==> config.mk <==
export PLATFORM = sky130hd
export DESIGN_NAME = bus_arbiter
export DESIGN_NICKNAME = d
export VERILOG_FILES = /design/src/rtl/bus_pkg.sv /design/src/rtl/bus_arbiter.sv
export SDC_FILE = /design/constraint.sdc
export NUM_CORES = 1
export LEC_CHECK = 0
export CAP_MARGIN = 20
export CORE_UTILIZATION = 45
export DETAILED_ROUTE_END_ITERATION = 6
export GPL_ROUTABILITY_DRIVEN = 0
export PLACE_DENSITY = 0.92
export SLEW_MARGIN = 20
export SYNTH_ARGS = -nofsm -noshare
export SYNTH_HDL_FRONTEND = slang
export SYNTH_SLANG_ARGS = --single-unit
==> constraint.sdc <==
create_clock -name clock -period 8 [get_ports clock]
set_input_delay 0.8 -clock clock [delete_from_list [all_inputs] [get_ports clock]]
set_output_delay 0.8 -clock clock [all_outputs]
set_load 0.005 [all_outputs]
==> src/rtl/bus_pkg.sv <==
// Shared types and widths for the core bus arbiter.
// Imported by the arbiter for its state and owner encodings.
package bus_pkg;

   localparam int BUS_ADDR_W = 32;
   localparam int BUS_DATA_W = 32;

   typedef enum logic {
      IDLE = 1'b0,
      BUSY = 1'b1
   } arb_state_e;

   typedef enum logic {
      OWNER_FETCH = 1'b0,
      OWNER_EXEC  = 1'b1
   } owner_e;

endpackage : bus_pkg

==> src/rtl/bus_arbiter.sv <==
// Shares the single external bus between instruction fetch and execute,
// running one valid/ready transaction at a time with a timeout abort.
module bus_arbiter
   import bus_pkg::*;
#(
   parameter int unsigned TIMEOUT_CYCLES = 255,
   parameter int unsigned STARVE_LIMIT   = 8
) (
   input  logic                  clock,
   input  logic                  reset,

   input  logic                  fetch_request,
   input  logic [BUS_ADDR_W-1:0] fetch_address,
   output logic                  fetch_grant,
   output logic                  fetch_done,
   output logic                  fetch_error,
   output logic [BUS_DATA_W-1:0] fetch_read_data,

   input  logic                  exec_request,
   input  logic                  exec_write,
   input  logic [BUS_ADDR_W-1:0] exec_address,
   input  logic [BUS_DATA_W-1:0] exec_write_data,
   output logic                  exec_grant,
   output logic                  exec_done,
   output logic                  exec_error,
   output logic [BUS_DATA_W-1:0] exec_read_data,

   output logic                  bus_vaild,
   input  logic                  bus_ready,
   output logic                  bus_write_enable,
   output logic [BUS_ADDR_W-1:0] bus_address,
   output logic [BUS_DATA_W-1:0] bus_write_data,
   input  logic [BUS_DATA_W-1:0] bus_data
);

   localparam logic [7:0] TIMEOUT_VAL = 8'(TIMEOUT_CYCLES);
   localparam logic [3:0] STARVE_VAL  = 4'(STARVE_LIMIT);

   arb_state_e            state_q, state_d;
   owner_e                owner_q, owner_d;
   logic                  bus_vaild_q, bus_vaild_d;
   logic                  bus_we_q, bus_we_d;
   logic [BUS_ADDR_W-1:0] bus_addr_q, bus_addr_d;
   logic [BUS_DATA_W-1:0] bus_wdata_q, bus_wdata_d;
   logic [7:0]            timeout_cnt_q, timeout_cnt_d;
   logic [3:0]            fetch_wait_q, fetch_wait_d;
   logic                  fetch_grant_q, fetch_grant_d;
   logic                  exec_grant_q, exec_grant_d;
   logic                  fetch_done_q, fetch_done_d;
   logic                  exec_done_q, exec_done_d;
   logic                  fetch_error_q, fetch_error_d;
   logic                  exec_error_q, exec_error_d;
   logic [BUS_DATA_W-1:0] fetch_rdata_q, fetch_rdata_d;
   logic [BUS_DATA_W-1:0] exec_rdata_q, exec_rdata_d;
   logic                  fetch_wins;

   // Execute has priority unless fetch has been starved long enough.
   assign fetch_wins = fetch_request &&
                       (!exec_request || (fetch_wait_q >= STARVE_VAL));

   always_comb begin
      state_d       = state_q;
      owner_d       = owner_q;
      bus_vaild_d   = bus_vaild_q;
      bus_we_d      = bus_we_q;
      bus_addr_d    = bus_addr_q;
      bus_wdata_d   = bus_wdata_q;
      timeout_cnt_d = timeout_cnt_q;
      fetch_wait_d  = fetch_wait_q;
      fetch_grant_d = 1'b0;
      exec_grant_d  = 1'b0;
      fetch_done_d  = 1'b0;
      exec_done_d   = 1'b0;
      fetch_error_d = 1'b0;
      exec_error_d  = 1'b0;
      fetch_rdata_d = fetch_rdata_q;
      exec_rdata_d  = exec_rdata_q;

      case (state_q)
         IDLE: begin
            timeout_cnt_d = '0;
            if (!fetch_request || fetch_wins) begin
               fetch_wait_d = '0;
            end else if (fetch_wait_q != 4'hF) begin
               fetch_wait_d = fetch_wait_q + 4'd1;
            end

            if (fetch_request || exec_request) begin
               state_d     = BUSY;
               bus_vaild_d = 1'b1;
               if (fetch_wins) begin
                  owner_d       = OWNER_FETCH;
                  bus_we_d      = 1'b0;
                  bus_addr_d    = fetch_address;
                  bus_wdata_d   = '0;
                  fetch_grant_d = 1'b1;
               end else begin
                  owner_d      = OWNER_EXEC;
                  bus_we_d     = exec_write;
                  bus_addr_d   = exec_address;
                  bus_wdata_d  = exec_write_data;
                  exec_grant_d = 1'b1;
               end
            end
         end

         BUSY: begin
            if (bus_ready) begin
               state_d       = IDLE;
               bus_vaild_d   = 1'b0;
               timeout_cnt_d = '0;
               if (owner_q == OWNER_FETCH) begin
                  fetch_done_d = 1'b1;
                  if (!bus_we_q) fetch_rdata_d = bus_data;
               end else begin
                  exec_done_d = 1'b1;
                  if (!bus_we_q) exec_rdata_d = bus_data;
               end
            end else if (timeout_cnt_q == TIMEOUT_VAL) begin
               state_d       = IDLE;
               bus_vaild_d   = 1'b0;
               timeout_cnt_d = '0;
               if (owner_q == OWNER_FETCH) begin
                  fetch_done_d  = 1'b1;
                  fetch_error_d = 1'b1;
               end else begin
                  exec_done_d  = 1'b1;
                  exec_error_d = 1'b1;
               end
            end else begin
               timeout_cnt_d = timeout_cnt_q + 8'd1;
            end
         end

         default: begin
            state_d     = IDLE;
            bus_vaild_d = 1'b0;
         end
      endcase
   end

   always_ff @(posedge clock or posedge reset) begin
      if (reset) begin
         state_q       <= IDLE;
         owner_q       <= OWNER_FETCH;
         bus_vaild_q   <= 1'b0;
         bus_we_q      <= 1'b0;
         bus_addr_q    <= '0;
         bus_wdata_q   <= '0;
         timeout_cnt_q <= '0;
         fetch_wait_q  <= '0;
         fetch_grant_q <= 1'b0;
         exec_grant_q  <= 1'b0;
         fetch_done_q  <= 1'b0;
         exec_done_q   <= 1'b0;
         fetch_error_q <= 1'b0;
         exec_error_q  <= 1'b0;
         fetch_rdata_q <= '0;
         exec_rdata_q  <= '0;
      end else begin
         state_q       <= state_d;
         owner_q       <= owner_d;
         bus_vaild_q   <= bus_vaild_d;
         bus_we_q      <= bus_we_d;
         bus_addr_q    <= bus_addr_d;
         bus_wdata_q   <= bus_wdata_d;
         timeout_cnt_q <= timeout_cnt_d;
         fetch_wait_q  <= fetch_wait_d;
         fetch_grant_q <= fetch_grant_d;
         exec_grant_q  <= exec_grant_d;
         fetch_done_q  <= fetch_done_d;
         exec_done_q   <= exec_done_d;
         fetch_error_q <= fetch_error_d;
         exec_error_q  <= exec_error_d;
         fetch_rdata_q <= fetch_rdata_d;
         exec_rdata_q  <= exec_rdata_d;
      end
   end

   assign fetch_grant      = fetch_grant_q;
   assign fetch_done       = fetch_done_q;
   assign fetch_error      = fetch_error_q;
   assign fetch_read_data  = fetch_rdata_q;
   assign exec_grant       = exec_grant_q;
   assign exec_done        = exec_done_q;
   assign exec_error       = exec_error_q;
   assign exec_read_data   = exec_rdata_q;
   assign bus_vaild        = bus_vaild_q;
   assign bus_write_enable = bus_we_q;
   assign bus_address      = bus_addr_q;
   assign bus_write_data   = bus_wdata_q;

endmodule : bus_arbiter

==> results of run 1 <==
[Yosys cell counts]
cell        n
nor2_1     38
mux2_4     30
a21oi_1     4
o211ai_1    1
o21ai_0    39
a22o_1     33
nor4_1      2
nand3_1    36
or4_1       1
o21bai_2    1
or3_1       3
nor2b_1     2
o21ba_2     1
buf_2       9
nand4b_1    1
o21bai_1    1
mux2_2     32
clkbuf_1   20
a31oi_1    33
nand2_1    10
nand4_1     1
or2_2       1
dfrtp_1   150
nand2b_1    2
xnor2_1     1
mux2_1      2
and3_1      2
mux2i_1     1
inv_1       6
a21oi_2     1
buf_1       3
xor2_1      2
nor3_1      1
buf_6       3
ha_1        3
and2_1      1
nor3_2      1
[registers in the layout, indices dropped and copies added, names as in the netlist, 4 cells and up]
register / count
bus_write_data: 32
fetch_wait_q: 4
timeout_cnt_q: 8
fetch_read_data: 32
exec_read_data: 32
bus_address: 32
[worst register-to-register path, delay by kind of cell, from the launching register on]
kind,cells,cell delay (ns)
flip-flops,1,0.66
AND/OR/NAND/NOR,2,1.09
multiplexers,1,0.50
[layout make-up]
cell class                 instances  area share, %
sequential                       150           39.4
clock buffer                      19           4.75
timing repair buffer             275           28.7
antenna                            1         0.0262
tap                              176           2.31
inverter                           6          0.289
multi-input combinational        287           22.7
clock inverter                    12           1.85
[final timing paths]
check	end	depth (start not counted)	slack [ns]
setup reg to reg	exec_read_data[15]	3	5.63
hold reg to reg	timeout_cnt_q[0]	1	0.45
max in group asynchronous	bus_address[28]	3	5.70
setup / recovery	exec_read_data[15]	4	5.48
hold / removal	timeout_cnt_q[0]	1	0.45
min in group asynchronous	exec_read_data[25]	2	0.85
[cells by family after synthesis]
group                      after synthesis  share of synthesized area, %
AOI/OAI and AO/OA                      114                          12.4
adders and majority gates                3                         0.617
buffers and inverters                   41                          3.08
xor gates and xnor gates                 3                         0.432
DFF                                    150                          61.7
and+or+nand+nor                        102                          7.88
muxes                                   65                          13.9
[through the flow]
step	power [W]	utilization [%]	std cells	hold slack [ns]
6_report	0.00325	72.3	926	0.452
2_1_floorplan	0.00165	-	478	0.433
3_3_place_gp	0.00234	67.4	894	0.445
4_1_cts	0.00326	72.2	925	0.456
3_5_place_dp	0.00240	67.4	894	0.449
5_1_grt	0.00340	72.3	926	0.509
[power by group through the flow]
stage / clock network [W] / registers, W / logic [W]
after floorplan: 0 / 0.00123 / 0.000418
after global placement: 0 / 0.00121 / 0.00113
after detailed placement: 0 / 0.00123 / 0.00117
after CTS: 0.000856 / 0.00123 / 0.00118
after global routing: 0.000893 / 0.00126 / 0.00124
final: 0.000846 / 0.00123 / 0.00117
[per-layer routing]
layer | up-vias | global-route usage (%)
met1 | 2504 | 30.0
li1 | 2236 | -
met3 | 35 | 7.34
met2 | 290 | 44.2
met5 | - | 0
met4 | 0 | 11.0
==> out/results.tsv, run 1 <==
stage	metric	value	unit
floorplanning	die_h	118	µm
pwr	p_sw_share	26.7	%
route	ant_nets	0	
route	totalWireLength	17500	µm
floorplanning	pin_count	270	
sta	min_period	2.52	ns
route	initialDrtViolationCount	416	
place	io_buffers	269	
layout	stdcell_area	9530	µm²
sta	slew_viol_final	0	
layout	fillers	831	
layout	fin_nets	874	
worst_hold_path	hold_path.class	register to register	
yosys	synth.ff_latch_count	150	
worst_setup_path	crit_slowest_cell	or3_2	
cts	clk_pin_slew	0.06	ns
cts	cts_resized	0	
sta	rsz0062_at_grt	no	
route	wl_met3	1370	µm
cts	cts_hold_buffers	0	
outcome	outcome	finished, final reports clean	
yosys	synth_warnings	0	
pwr	power_frac_clock	26.1	%
pwr	p_int	0.00238	W
grt	first_global_vias	5292	
route	wl_met2	8920	µm
cts	htree_num_levels	4	
sta	relSlewSlack	28.0	%
layout	mostFrequentLayoutCells	269 x clkdlybuf4s50_1, 150 x dfrtp_1, 39 x o21ai_0	
pwr	leakagePower	4.05	nW
grt	grt_pass1_wl	27700	µm
worst_setup_path	path_cells	clkdlybuf4s50_1 -> nand2_1 -> or3_2 -> mux2_4	
yosys	synth_area_leaders	dfrtp_1 62%, mux2_4 7.4%, mux2_2 5.9%	
yosys	synth.distinct_cells	37	
worst_setup_path	critPathCaptureType	register	
yosys	synth_largest_area_cell	dfrtp_1	
pwr	power.switching	0.000867	W
cts	root_buffer	clkbuf_16	
yosys	synth_area	6080	µm²
run	maxCapViolCount	0	
route	drt_first_pass_iters	5	
grt	grt_overflow	0	
pwr	power_frac_seq	38.0	%
worst_setup_path	cp_max_fo	32	
place	dp_hpwl	12000	µm
worst_setup_path	path_class	primary input to register	
sta	finalSetupViolations	0	
route	wl_met1	6780	µm
worst_setup_path	crit_buf_inv	1	
worst_setup_path	r2r-start	state_q	
floorplanning	rows	42	
layout	area_growth	56.7	%
grt	grt_use_total	25.7	%
route	via_count	5065	
floorplanning	die_w	118	µm
cts	clock_path_buffers	2	
yosys	syn_avg_cell_area	12.7	µm²
route	wire_per_inst	18.9	µm
sta	tns	0	ns
route	viasPerCell	5.47	
place	dp_slack	4.92	ns
place	dpl-instance-area	8900	µm²
cts	cts_tree	built	
layout	layout_commonest_cell	clkdlybuf4s50_1	
sta	min_period_over_period	31.6	%
floorplanning	start_util	46.1	%
route	drc	0	
sta	hold_viol	0	
cts	cts_buffers	17	
worst_setup_path	worstPathRequired	8.30	ns
layout	register_area	3750	µm²
layout	multiInputGateArea	2160	µm²
pwr	combPwrFrac	35.9	%
layout	final_layout_size_suffix_gt1_share	14.3	%
sta	fin_ws	5.48	ns
yosys	synthCells	478	
route	dr.max_layer_used	met4	
worst_setup_path	startpoint	bus_ready	
cts	cts_setup_buffers	0	
worst_setup_path	cp.arrival	2.82	ns
yosys	synth_top_area_share	61.7	%
cts	clk_latency	0.42	ns
grt	grt_max_degree	79	
worst_setup_path	slowest_delay	0.89	ns
worst_setup_path	crit_family	simple AND/OR/NAND/NOR gates	
worst_setup_path	critPathLaunchType	primary input	
sta	clock_skew	0.00814	ns
pwr	peakVddDrop	0.163	mV
sta	max_slew.worst_pin.slew	1.08	ns
pwr	pwr_density_cell	340	nW/µm²
yosys	ys_seq_area_share	61.7	%
sta	fmax	396	MHz
floorplanning	dieArea	14000	µm²
floorplanning	coreArea	13200	µm²
cts	cts_num_sinks	150	
worst_hold_path	worstHoldStart	timeout_cnt_q[0]	
yosys	syn_nets	615	
grt	antenna_found_initial	1	
(Power assumes the default switching activity.)
==> inputs of run 2 (changes only) <==
--- a/config.mk
+++ b/config.mk
@@ -6,10 +6,10 @@
 export NUM_CORES = 1
 export LEC_CHECK = 0
 export CAP_MARGIN = 20
-export CORE_UTILIZATION = 45
+export CORE_UTILIZATION = 42
 export DETAILED_ROUTE_END_ITERATION = 6
 export GPL_ROUTABILITY_DRIVEN = 0
-export PLACE_DENSITY = 0.92
+export PLACE_DENSITY = 0.87
 export SLEW_MARGIN = 20
 export SYNTH_ARGS = -nofsm -noshare
 export SYNTH_HDL_FRONTEND = slang
==> constraint.sdc (replaced) <==
create_clock -name clock -period 2.64 [get_ports clock]
set_input_delay 0.264 -clock clock [delete_from_list [all_inputs] [get_ports clock]]
set_output_delay 0.264 -clock clock [all_outputs]
set_load 0.005 [all_outputs]
==> out/results.tsv, run 2 (same netlist as run 1, synthesis figures left out) <==
stage	metric	value	unit	change
cts	cts_setup_buffers	0		unchanged
worst_setup_path	worstPathRequired	2.93	ns	-5.37 ns
outcome	outcome	finished, final reports clean		
layout	layout_commonest_cell	clkdlybuf4s50_1		
route	viasPerCell	5.25		-4.0%
sta	fin_hold_ws	0.393	ns	-0.0590 ns
cts	cts_buffers	17		unchanged
sta	min_period	1.84	ns	
cts	cts_hold_buffers	0		unchanged
worst_setup_path	crit_slowest_cell	or3_2		
route	ant_nets	0		unchanged
floorplanning	die_w	122	µm	+3.4%
cts	clk_latency	0.41	ns	about the same
layout	fillers	998		+20%
worst_setup_path	cp.arrival	2.13	ns	-0.69 ns
worst_setup_path	path_class	register to register		
route	initialDrtViolationCount	286		-31%
worst_setup_path	crit_buf_inv	2		+1
sta	hold_viol	0		unchanged
layout	multiInputGateArea	2150	µm²	-0.52%
grt	grt_overflow	0		unchanged
run	maxCapViolCount	0		unchanged
sta	rsz0062_at_grt	no		
layout	area_growth	57.6	%	
floorplanning	dieArea	15000	µm²	+7.0%
floorplanning	rows	43		+2.4%
route	drc	0		unchanged
grt	grt_use_total	22.0	%	-3.7 points
cts	htree_num_levels	4		unchanged
layout	register_area	3750	µm²	unchanged
worst_setup_path	cp_max_fo	32		unchanged
sta	fin_ws	0.800	ns	-4.67 ns
cts	cts_resized	0		unchanged
worst_setup_path	critPathLaunchType	register		
place	dp_hpwl	11400	µm	-4.6%
sta	tns	0	ns	unchanged
floorplanning	pin_count	270		unchanged
route	totalWireLength	16000	µm	-8.4%
grt	antenna_found_initial	0		-1
route	wire_per_inst	17.1	µm	-9.5%
layout	final_layout_size_suffix_gt1_share	15.2	%	+0.91 points
layout	fin_nets	881		+0.80%
grt	first_global_vias	4884		-7.7%
sta	relSlewSlack	59.9	%	+32 points
floorplanning	start_util	43.5	%	-2.6 points
sta	min_period_over_period	69.7	%	
cts	root_buffer	clkbuf_16		
cts	cts_num_sinks	150		unchanged
cts	clk_pin_slew	0.06	ns	about the same
sta	fmax	544	MHz	
place	dp_slack	0.485	ns	-4.44 ns
sta	slew_viol_final	0		unchanged
worst_setup_path	slowest_delay	0.45	ns	-0.44 ns
worst_hold_path	hold_path.class	primary input to async pin		
pwr	peakVddDrop	0.476	mV	+190%
worst_setup_path	path_cells	inv_1 -> or3_2 -> buf_4 -> mux2_4		
sta	finalSetupViolations	0		unchanged
worst_setup_path	critPathCaptureType	register		
place	io_buffers	269		unchanged
grt	grt_pass1_wl	25200	µm	-9.2%
pwr	pwr_density_cell	1010	nW/µm²	+200%
sta	clock_skew	0.00708	ns	-0.00107 ns
pwr	leakagePower	4.07	nW	+0.65%
worst_setup_path	crit_family	simple AND/OR/NAND/NOR gates		
place	dpl-instance-area	8970	µm²	+0.86%
layout	diodes	0		-1
route	drt_first_pass_iters	4		-1
grt	grt_max_degree	110		+39%
floorplanning	die_h	122	µm	+3.4%
layout	stdcell_area	9590	µm²	+0.54%
cts	cts_tree	built		
floorplanning	coreArea	14000	µm²	+6.1%
sta	max_slew.worst_pin.slew	0.601	ns	-0.478 ns
layout	mostFrequentLayoutCells	269 x clkdlybuf4s50_1, 150 x dfrtp_1, 39 x o21ai_0		
cts	clock_path_buffers	2		unchanged
route	via_count	4920		-2.9%
==> run 2: area by class of cell <==
class / instances / area share (%)
inverters: 6 / 0.274
clock inverters: 14 / 1.81
multi-input cells: 287 / 22.5
clock buffers: 18 / 4.58
repair buffers: 282 / 29.4
well taps: 180 / 2.35
flip-flops and latches: 150 / 39.2
==> run 2: per-layer routing <==
layer	vias to the layer above	global-route usage (%)	wire length, µm
li1	2256	-	-
met4	0	9.53	398
met5	-	0	0
met2	225	36.7	8030
met1	2408	26.7	6410
met3	31	5.90	1200
==> run 2: path summary, 6_finish.rpt <==
check	from	depth (start not counted)	end	slack (ns)
max in group asynchronous	reset	3	bus_write_data[29]	1.85
worst max register to register	owner_q	4	exec_read_data[25]	0.80
worst min register to register	timeout_cnt_q[0]	1	timeout_cnt_q[0]	0.48
min in group clock	exec_address[23]	3	bus_address[23]	0.43
worst max-delay path	owner_q	4	exec_read_data[25]	0.80
worst min-delay path	reset	3	fetch_wait_q[2]	0.39
==> run 2: worst min-delay path: stages <==
cell	delay (ns)
clkdlybuf4s50_1	0.44
clkinvlp_4	0.11
buf_4	0.44
==> run 2: metrics by stage <==
step	std cells	util, %	total power, W
5_1_grt	937	68.5	0.0102
3_5_place_dp	905	64.1	0.00727
2_1_floorplan	478	-	0.00499
3_3_place_gp	905	64.1	0.00714
4_1_cts	937	68.5	0.00979
6_report	937	68.5	0.00970
==> run 2: report_power, final <==
part / internal, W / switching [W]
clock: 0.00152 / 0.000955
combinational: 0.00242 / 0.00110
sequential: 0.00318 / 0.000529
total: 0.00712 / 0.00258
==> inputs of run 3 (changes only) <==
==> constraint.sdc (replaced) <==
create_clock -name clock -period 1.7 [get_ports clock]
set_input_delay 0.17 -clock clock [delete_from_list [all_inputs] [get_ports clock]]
set_output_delay 0.17 -clock clock [all_outputs]
set_load 0.005 [all_outputs]
==> out/results.tsv, run 3 (same netlist as run 1, synthesis figures left out) <==
stage	metric	value	unit	change
sta	fin_hold_ws	0.215	ns	-0.178 ns
worst_setup_path	critPathCaptureType	register		
route	viasPerCell	5.24		-0.21%
place	dpl-instance-area	9100	µm²	+1.5%
floorplanning	coreArea	14000	µm²	unchanged
route	ant_nets	0		unchanged
grt	grt_pass1_wl	25400	µm	+0.74%
layout	layout_commonest_cell	clkdlybuf4s50_1		
route	drt_first_pass_iters	5		+1
route	via_count	4941		+0.43%
sta	max_slew.worst_pin.slew	0.482	ns	-0.119 ns
worst_setup_path	rrSetupSlack	0.13	ns	-0.67 ns
sta	relSlewSlack	67.9	%	+7.9 points
cts	cts_tree	built		
floorplanning	dieArea	15000	µm²	unchanged
sta	fmax	638	MHz	+17%
layout	final_layout_size_suffix_gt1_share	15.9	%	+0.67 points
worst_setup_path	startpoint	owner_q		
grt	antenna_found_initial	0		unchanged
sta	hold_viol	0		unchanged
floorplanning	rows	43		unchanged
floorplanning	start_util	43.5	%	unchanged
route	drc	0		unchanged
grt	first_global_vias	5053		+3.5%
route	initialDrtViolationCount	277		-3.1%
worst_setup_path	slowest_delay	0.48	ns	+0.03 ns
layout	mostFrequentLayoutCells	269 x clkdlybuf4s50_1, 150 x dfrtp_1, 38 x o21ai_0, 38 x nor2_1, 36 x nand3_1		
pwr	pwr_density_cell	1540	nW/µm²	+53%
worst_setup_path	path_class	register to register		
grt	grt_overflow	0		unchanged
layout	diodes	0		unchanged
pwr	leakagePower	4.10	nW	+0.74%
cts	clk_pin_slew	0.06	ns	about the same
worst_setup_path	crit_slowest_cell	or3_2		
cts	cts_num_sinks	150		unchanged
floorplanning	die_w	122	µm	unchanged
cts	root_buffer	clkbuf_16		
cts	cts_buffers	17		unchanged
worst_setup_path	cp.arrival	1.86	ns	-0.27 ns
sta	clock_skew	0.00996	ns	+0.00289 ns
worst_setup_path	crit_end	exec_read_data[23]		
floorplanning	die_h	122	µm	unchanged
worst_setup_path	r2r-start	owner_q		
worst_setup_path	path_cells	inv_1 -> or3_2 -> buf_12 -> mux2_4		
cts	clk_latency	0.42	ns	about the same
cts	clock_path_buffers	2		unchanged
route	wire_per_inst	17.3	µm	+0.93%
place	dp_hpwl	11600	µm	+1.4%
worst_setup_path	cp.depth	4		unchanged
run	maxCapViolCount	0		unchanged
sta	slew_viol_final	0		unchanged
place	io_buffers	269		unchanged
pwr	finalPower	0.0149	W	+54%
layout	stdcell_area	9670	µm²	+0.90%
sta	min_period	1.57	ns	-0.273 ns
sta	rsz0062_at_grt	no		
grt	grt_use_total	22.4	%	+0.44 points
worst_setup_path	crit_buf_inv	2		unchanged
sta	finalSetupViolations	0		unchanged
floorplanning	pin_count	270		unchanged
worst_hold_path	hold_path.class	primary input to async pin		
worst_setup_path	cp_max_fo	32		unchanged
worst_setup_path	ff2ff_path_depth	4		unchanged
worst_setup_path	crit_family	simple AND/OR/NAND/NOR gates		
layout	area_growth	59.0	%	
worst_setup_path	worstPathRequired	2.00	ns	-0.93 ns
pwr	peakVddDrop	0.833	mV	+75%
outcome	outcome	finished, final reports clean		
worst_setup_path	critPathLaunchType	register		
layout	fin_nets	887		+0.68%
route	totalWireLength	16300	µm	+1.6%
grt	grt_max_degree	92		-16%
cts	htree_num_levels	4		unchanged
worst_setup_path	rr_endpoint	exec_read_data[23]		
sta	min_period_over_period	92.2	%	+22 points
run 3: cell types whose count changed in the layout (fill, tap and decap cells not counted), sizes merged:
cell,previous run,this run
clkinvlp,2,4
buf,13,19
bufinv,3,1
clkbuf,18,17
clkinv,7,4
inv,8,12
run 3: cell type report:
type / count / area [µm²]
clock inverter: 15 / 141
fill: 975 / 4320
tap: 180 / 225
multi-input combinational: 287 / 2150
timing repair buffer: 288 / 2950
sequential: 150 / 3750
inverter: 6 / 26.3
clock buffer: 17 / 425
run 3: report_power, final:
group          internal [W]  total (W)  switching [W]
Combinational       0.00384    0.00557        0.00173
Sequential          0.00493    0.00578       0.000849
Clock               0.00204    0.00358        0.00154
Total                0.0108     0.0149        0.00412
run 3: how the worst min path moves through the flow:
stage	from	to	cells after the start	slack, ns
finish	reset	timeout_cnt_q[3]	3	0.21
global route	reset	fetch_wait_q[3]	3	0.23
CTS	reset	timeout_cnt_q[3]	3	0.23
global placement	timeout_cnt_q[0]	timeout_cnt_q[0]	1	0.45
detailed placement	timeout_cnt_q[0]	timeout_cnt_q[0]	1	0.46
floorplan	exec_write_data[28]	bus_write_data[28]	1	0.30
run 3: what timing repair did:
action                     4_1_cts  5_1_grt
hold endpoints to repair         0        0
setup endpoints to repair        0        4
setup buffers                    0        0
gates resized for setup          0        1
hold buffers                     0        0
run 3: per-layer routing:
layer  wire (µm)  track usage [%]
met1        6580             26.8
met2        7980             36.8
met3        1240             6.64
met4         495             11.4
met5           0                0
run 3: stage by stage:
stage,setup WS [ns],TNS [ns],util [%],instances
final,0.133,0,69.1,943
after global routing,0.0752,0,69.1,943
after CTS,0.112,0,69.1,943
after detailed placement,-0.140,-4.86,65.1,911
after global placement,-0.121,-3.88,65.1,911
after floorplan,-0.359,-53.85,-,478
run 3: worst register-to-register path, delay by kind of cell, from the launching register on:
family / cells / cell delay (ns)
simple gates: 1 / 0.48
mux: 1 / 0.35
flops: 1 / 0.34
buf+inv: 2 / 0.29
==> RTL change: new RTL, config.mk and constraints of run 2 <==
Set the package constant `BUS_DATA_W` to 24 (it was 32).
--- a/src/rtl/bus_pkg.sv
+++ b/src/rtl/bus_pkg.sv
@@ -3,7 +3,7 @@
 package bus_pkg;
 
    localparam int BUS_ADDR_W = 32;
-   localparam int BUS_DATA_W = 32;
+   localparam int BUS_DATA_W = 24;
 
    typedef enum logic {
       IDLE = 1'b0,
Interface: changed (5 resized); port bits go from 270 to 230. No check against the original RTL was run, so the function may have changed too.
==> RTL change against run 2 <==
First-iteration DRC count is 2.8% higher; routed wire length down 14%; final cell count down 13%; critical path type unchanged; sequential cell count decreased by 24; worst setup slack got worse by 0.087 ns; synthesized area is 15% lower; power down 13%; design area fell by 14%; sequential share of layout area down 1.0 points.
==> RTL change: results (changes against run 2) <==
metric,value,unit,change
postPlaceCellArea,7630,sq um,-15%
cpMaxStageDelayCell,dfrtp_1,,
worstPathMaxFanout,24,,-25%
synthTopCellsByArea,"dfrtp_1 61%, mux2_2 6.1%, mux2_4 5.8%",,
drt_iter0_markers,294,,+2.8%
worst_slew_pin_slew,0.884,ns,+0.283 ns
switching_share,0.263,,-0.00300
dp_hpwl,9.77,mm,-14%
crit_family,flip-flops,,
routed-wl-met3,941,um,-22%
r2r_setup_slack,0.71,ns,-0.09 ns
port_buffers,229,,-15%
grt_util_met3,0.0605,,+0.00151
synth_common_cells,"126 x dfrtp_1, 39 x o21ai_0, 38 x nor2_1, 36 x nand3_1, 33 x a31oi_1",,
syn_inst,427,,-11%
fin_hold_ws,0.329,ns,-0.0638 ns
drive_above_1_share,0.147,,-0.00499
fmax,519,MHz,-4.5%
routed_via_density,5.28,,+0.63%
stdcell_area,8260,sq um,-14%
ir_drop,432,uV,-9.2%
drt-wirelength-per-cell,17.0,um,-0.73%
nets,776,,-12%
place_ws,0.577,ns,+0.0920 ns
power_combinational,2.86,mW,-19%
pwr-share-seq,0.367,,-0.015
fill_cells,888,,-11%
leakage,3.47,nW,-15%
reg2reg_from,state_q$_DFF_PP0_,,
status,completed,,
grt_pass1_vias,4356,,-11%
cp-endpoint,exec_read_data[0]$_DFFE_PP0P_,,
drt-total-wl,13.8,mm,-14%
wl_met2,6.86,mm,-15%
synth.distinct_cells,35,,-5.4%
r2r-end,exec_read_data[0]$_DFFE_PP0P_,,
drt-met1-wl,5.70,mm,-11%
grt_max_degree,71,,-35%
RTL change: cell types whose count changed after synthesis, sizes merged:
| cell | run 2 | this run |
|---|---|---|
| a22o | 33 | 25 |
| clkbuf | 20 | 18 |
| mux2 | 64 | 48 |
| dfrtp | 150 | 126 |
| buf | 15 | 14 |
RTL change: logic make-up (layout without fill, tap and decap cells):
group / after synthesis / in the layout / synth area share
flip-flops: 126 / 126 / 0.610
AO/OA/AOI/OAI: 106 / 106 / 0.132
AND/OR/NAND/NOR: 102 / 102 / 0.0927
multiplexers: 49 / 49 / 0.121
buffers and inverters: 38 / 278 / 0.0324
adder cells (fa/ha/maj): 3 / 3 / 0.00726
XOR/XNOR: 3 / 3 / 0.00508
RTL change: final cells by class:
cell class              count  area share
clock buffers              18      0.0531
well taps                 147      0.0223
multi-input cells         263       0.225
inverters                   6     0.00318
repair buffers            241       0.291
clock inverters            13      0.0230
flip-flops and latches    126       0.382
